==> config.mk <==
export PLATFORM = sky130hd
export DESIGN_NAME = pipe_stage_hs
export DESIGN_NICKNAME = d
export VERILOG_FILES = /design/src/rtl/pipe_pkg.sv /design/src/rtl/pipe_slot.sv /design/src/rtl/pipe_stage_hs.sv
export SDC_FILE = /design/constraint.sdc
export NUM_CORES = 1
export LEC_CHECK = 0
export ABC_AREA = 1
export BUFFER_PORTS_ARGS = -buffer_cell sky130_fd_sc_hd__buf_2
export CAP_MARGIN = 0
export CORE_AREA = 2 2 136 138
export DETAILED_ROUTE_END_ITERATION = 7
export DIE_AREA = 0 0 138 140
export PLACE_DENSITY = 0.69
export SKIP_LAST_GASP = 1
export SYNTH_ARGS = -nofsm -noshare
export SYNTH_HDL_FRONTEND = slang
export SYNTH_SLANG_ARGS = --single-unit
==> constraint.sdc <==
create_clock -name clk -period 1.7 [get_ports clk]
set_input_delay 0.085 -clock clk [delete_from_list [all_inputs] [get_ports clk]]
set_output_delay 0.085 -clock clk [all_outputs]
set_load 0.005 [all_outputs]
==> src/rtl/pipe_pkg.sv <==
// Shared definitions for the RV32I pipeline stage registers: bundle widths,
// control-field bit positions and the bubble control value.
package pipe_pkg;

    // Default data bundle width (pc, operands, imm, reg ids, functs)
    localparam int DATA_W_DEF    = 160;

    // Control bundle widths at each stage boundary
    localparam int CTRL_W_ID_EX  = 9;
    localparam int CTRL_W_EX_MEM = 5;
    localparam int CTRL_W_MEM_WB = 2;

    // Control-field bit offsets within the ID/EX control bundle
    localparam int CB_REGWRITE   = 0;
    localparam int CB_MEMTOREG   = 1;
    localparam int CB_MEMREAD    = 2;
    localparam int CB_MEMWRITE   = 3;
    localparam int CB_BRANCH     = 4;
    localparam int CB_JUMP       = 5;
    localparam int CB_ALUSRC     = 6;
    localparam int CB_ALUOP      = 7;   // 2 bits: [8:7]

    // Bubble control: all zero, so RegWrite=MemWrite=Branch=Jump=0
    localparam logic [CTRL_W_ID_EX-1:0] CTRL_NOP_DEF = '0;

    // Number of held entries from the two slot valid bits
    function automatic logic [1:0] occ_count(input logic main_v, input logic skid_v);
        return {1'b0, main_v} + {1'b0, skid_v};
    endfunction

endpackage

==> src/rtl/pipe_slot.sv <==
// One pipeline entry: {valid, data, ctrl} with load and clear enables.
// Clear only drops valid; data/ctrl are held so a flush costs no datapath toggles.
module pipe_slot
    import pipe_pkg::*;
#(
    parameter int DATA_W = 8,
    parameter int CTRL_W = 4
) (
    input  logic              clk,
    input  logic              rst_n,
    input  logic              load,
    input  logic              clear,
    input  logic [DATA_W-1:0] d_in,
    input  logic [CTRL_W-1:0] c_in,
    output logic              valid,
    output logic [DATA_W-1:0] data,
    output logic [CTRL_W-1:0] ctrl
);

    // Entry register: clear wins over load, otherwise hold
    always_ff @(posedge clk or negedge rst_n) begin
        if (!rst_n) begin
            valid <= 1'b0;
            data  <= '0;
            ctrl  <= '0;
        end else if (clear) begin
            valid <= 1'b0;
        end else if (load) begin
            valid <= 1'b1;
            data  <= d_in;
            ctrl  <= c_in;
        end
    end

endmodule

==> src/rtl/pipe_stage_hs.sv <==
// Generic valid/ready pipeline stage register with flush. SKID=0 is a single
// entry with a combinational ready path; SKID=1 adds a second (skid) entry so
// in_ready comes straight from a flop. out_* always shows the main entry.
module pipe_stage_hs
    import pipe_pkg::*;
#(
    parameter int                DATA_W   = DATA_W_DEF,
    parameter int                CTRL_W   = CTRL_W_ID_EX,
    parameter bit                SKID     = 1'b0,
    parameter logic [CTRL_W-1:0] CTRL_NOP = '0
) (
    input  logic              clk,
    input  logic              rst_n,
    input  logic              in_valid,
    output logic              in_ready,
    input  logic [DATA_W-1:0] in_data,
    input  logic [CTRL_W-1:0] in_ctrl,
    input  logic              flush,
    output logic              out_valid,
    input  logic              out_ready,
    output logic [DATA_W-1:0] out_data,
    output logic [CTRL_W-1:0] out_ctrl,
    output logic [1:0]        occupancy
);

    logic              main_valid;
    logic [DATA_W-1:0] main_data;
    logic [CTRL_W-1:0] main_ctrl;
    logic              skid_valid;
    logic [DATA_W-1:0] skid_data;
    logic [CTRL_W-1:0] skid_ctrl;

    logic              acc;
    logic              emit;
    logic              main_load;
    logic              main_clear;
    logic [DATA_W-1:0] main_d;
    logic [CTRL_W-1:0] main_c;

    assign acc  = in_valid && in_ready;
    assign emit = main_valid && out_ready;

    // Main slot: refill from skid when it holds the next entry, else from input.
    // A load happens on an accept into an empty/draining main, or when the skid
    // entry advances. Flush voids both handshakes.
    assign main_load  = !flush && ((acc && (!main_valid || emit)) || (skid_valid && emit));
    assign main_clear = flush || (emit && !acc && !skid_valid);
    assign main_d     = skid_valid ? skid_data : in_data;
    assign main_c     = skid_valid ? skid_ctrl : in_ctrl;

    pipe_slot #(.DATA_W(DATA_W), .CTRL_W(CTRL_W)) u_main (
        .clk   (clk),
        .rst_n (rst_n),
        .load  (main_load),
        .clear (main_clear),
        .d_in  (main_d),
        .c_in  (main_c),
        .valid (main_valid),
        .data  (main_data),
        .ctrl  (main_ctrl)
    );

    generate
        if (SKID) begin : g_skid
            logic skid_load;
            logic skid_clear;

            // Skid catches an accept that arrives while main is held by a stall
            assign skid_load  = !flush && acc && main_valid && !emit;
            assign skid_clear = flush || (skid_valid && emit);

            pipe_slot #(.DATA_W(DATA_W), .CTRL_W(CTRL_W)) u_skid (
                .clk   (clk),
                .rst_n (rst_n),
                .load  (skid_load),
                .clear (skid_clear),
                .d_in  (in_data),
                .c_in  (in_ctrl),
                .valid (skid_valid),
                .data  (skid_data),
                .ctrl  (skid_ctrl)
            );

            // Skid valid implies main valid, so !skid_valid == (occupancy != 2)
            assign in_ready = !skid_valid;
        end else begin : g_noskid
            assign skid_valid = 1'b0;
            assign skid_data  = '0;
            assign skid_ctrl  = '0;
            assign in_ready   = !main_valid || out_ready;
        end
    endgenerate

    assign out_valid = main_valid;
    assign out_data  = main_data;
    // Gate control so a bubble never carries stale RegWrite/MemWrite etc.
    assign out_ctrl  = main_valid ? main_ctrl : CTRL_NOP;
    assign occupancy = occ_count(main_valid, skid_valid);

endmodule

==> out/results.tsv <==
metric	value	unit
final routed DRC violation total	0	
worst vdd ir	0.0006283	V
Synth Flop Type	dfrtp_1	
via count	7350	
Comb pwr share	20.5	%
top-area cell type share of the netlist area	62.81	%
Placed Cells	1295	
Finished Layout Cells	1501	
Worst-Margin Slew	0.5569	ns
synth warn	0	
global route overflow	0	
area delta synth->final	63.29	%
Final setup viols	0	
Worst slew margin	62.87	%
# fillers	1381	
Sum Neg Setup Slack	0	ns
CTS tree	yes	
multi-input logic area	0.002231	sq mm
RSZ-0062 raised after global routing	no	
P per Cell Area	973.5	mW/mm^2
Int Power	7.634	mW
Post-CTS Resized	0	
num rows	49	
fin crit period	1.547	ns
Final Hold Vio Count	0	
clock root buffer	clkbuf_16	
worst flop-to-flop path endpoint	u_main.valid$_DFFE_PN0P_	
Clock transition at path regs	0.07	ns
Seq/Total Area, Yosys	62.81	%
top-count cell post-synth	nand2_1	
Initial Util	38.09	%
drt pass-1 iters	5	
Crit Path Max Fanout	29	
Crit. End Element	flop	
switching share of power	29.09	%
crit path kind	reg -> reg	
Worst Reg-to-Reg Cells	3	
top post-synthesis cells by count	nand2_1, dfrtp_1, nand3_1	
routability cong.	0.8457	
synthesized net count	933	
Register Area	0.004254	sq mm
vias in the first global route	7455	
final instance area	0.01106	sq mm
DR WL/cell	15.81	um
Post-Syn Area	0.006773	sq mm
Detail Route Antenna Nets	0	
DRT Wirelength	23730	um
layout cell share with drive strength beyond 1	31.31	%
Placement Setup Slack	0.3302	ns
clock buffer depth	2	
number of library cell types mapped by synthesis	11	
max-cap viol count	0	
Die H	140	um
I/O pin cnt	347	
dominant cell type by area after synthesis	dfrtp_1	
clk_skew	0.01344	ns
Worst setup SP type	flop	
nets	1432	
CTS buffer count	17	
Setup Fix Bufs, Post-CTS	0	
Area after DPL	0.008778	sq mm
CTS Sinks	170	
Sequential Power Share	46.1	%
clk_lat worst skew	0.42	ns
Pleak	6.215	nW
required time worst endpoint	2.04	ns
final slew viol count	0	
buffers added on ports	345	
Initial DRC Count	390	
largest net degree at the start of global routing	127	
Synth area leaders	dfrtp_1, nand2_1, nand3_1, buf_2, buf_4	
Hold WS	0.1685	ns
DP HPWL	13920	um
core area	0.01778	sq mm
H-tree Lvls	4	
Final WS setup	0.1529	ns
Net Switching	3.132	mW
first-pass GRT wire length	37680	um
Worst Path Arrival	1.89	ns
crit share post-route	91.00	%
Die ar.	0.01932	sq mm
Die W	138	um
Final Util	62.20	%
vias per cell	4.897	
outcome	complete, no violations	
Clk pwr share	33.4	%
FF+latch count, synth	170	
Post-synth ARST share	100.0	%
final total power	10.77	mW
Synth Instances	759	
initial antenna violation count	1	
Total GRT Usage	23.97	%
HP Class	in -> async	
Synth Area per Inst	8.923	sq um
Fmax	646.4	MHz
number of flops mapped to enable cells by yosys	0	
Reg-to-Reg Start	u_main.valid$_DFFE_PN0P_	
Reg2Reg Setup Slack	0.15	ns
[cell type report]
type,instances,area share (%)
diodes,1,0.02263
multi-input cells,523,20.17
clock inverters,13,0.9843
flip-flops and latches,170,38.47
clock buffers,19,3.914
repair buffers,535,33.48
inverters,11,0.3733
well taps,229,2.591
[cells in the final DEF, fill, tap and decap left out, drive strengths merged]
master	Yosys	final
buf	42	363
nand2	349	351
dlygate4sd3	0	172
dfrtp	170	170
nand3	169	169
clkbuf	15	19
inv	11	18
clkinvlp	0	5
diode	0	1
nor2	1	1
a21oi	1	1
conb	1	1
clkinv	0	1
[sequential cells by signal (all words and copies together), names as in the netlist]
name / flops
u_main.data: 160
u_main.ctrl: 9
u_main.valid: 1
[power by group through the flow]
stage	sequential (mW)	combinational (mW)	clock (mW)
2_1_floorplan	5.05	0.677	0
3_3_place_gp	4.99	1.81	0
3_5_place_dp	5.00	1.85	0
4_1_cts	4.95	2.15	3.71
5_1_grt	5.03	2.44	3.86
6_report	4.97	2.20	3.59
[how the worst max path moves through the flow]
| stage | endpoint | depth (start not counted) | slack (ns) | start |
|---|---|---|---|---|
| after floorplan | u_main.data[42]$_DFFE_PN0P_ | 7 | 0.44 | u_main.valid$_DFFE_PN0P_ |
| after global placement | u_main.data[127]$_DFFE_PN0P_ | 4 | 0.37 | u_main.valid$_DFFE_PN0P_ |
| after detailed placement | u_main.data[131]$_DFFE_PN0P_ | 4 | 0.33 | u_main.valid$_DFFE_PN0P_ |
| after CTS | u_main.data[94]$_DFFE_PN0P_ | 5 | 0.08 | u_main.valid$_DFFE_PN0P_ |
| after global routing | u_main.valid$_DFFE_PN0P_ | 3 | 0.08 | u_main.valid$_DFFE_PN0P_ |
| final | u_main.valid$_DFFE_PN0P_ | 3 | 0.15 | u_main.valid$_DFFE_PN0P_ |
[repair_timing]
action / CTS / global route
setup endpoints to repair: 1 / 9
cloned: 0 / 2
pin swaps: 0 / 2
hold buffers: 172 / 0
hold endpoints to repair: 215 / 0
[layer usage]
metal | global-route usage, % | routed length (um) | up-vias
met5 | 0 | 0 | -
met4 | 10.90 | 775 | 0
met2 | 40.36 | 11670 | 411
met1 | 28.92 | 9306 | 3473
li1 | - | - | 3414
met3 | 6.496 | 1974 | 52
[logic make-up after synthesis]
kind of cell | Yosys count | share of synthesized area, %
AO/OA/AOI/OAI | 1 | 0.07383
buffers and inverters | 68 | 4.840
other | 1 | 0.05537
AND/OR/NAND/NOR | 519 | 32.22
flip-flops | 170 | 62.81
[worst max-delay path, cell delays in order, from the launching register on]
cell and delay [ns]:
dfrtp_1 0.51, nand2_8 0.24, a21oi_1 0.18, dlygate4sd3_1 0.55
(Power assumes the default switching activity.)
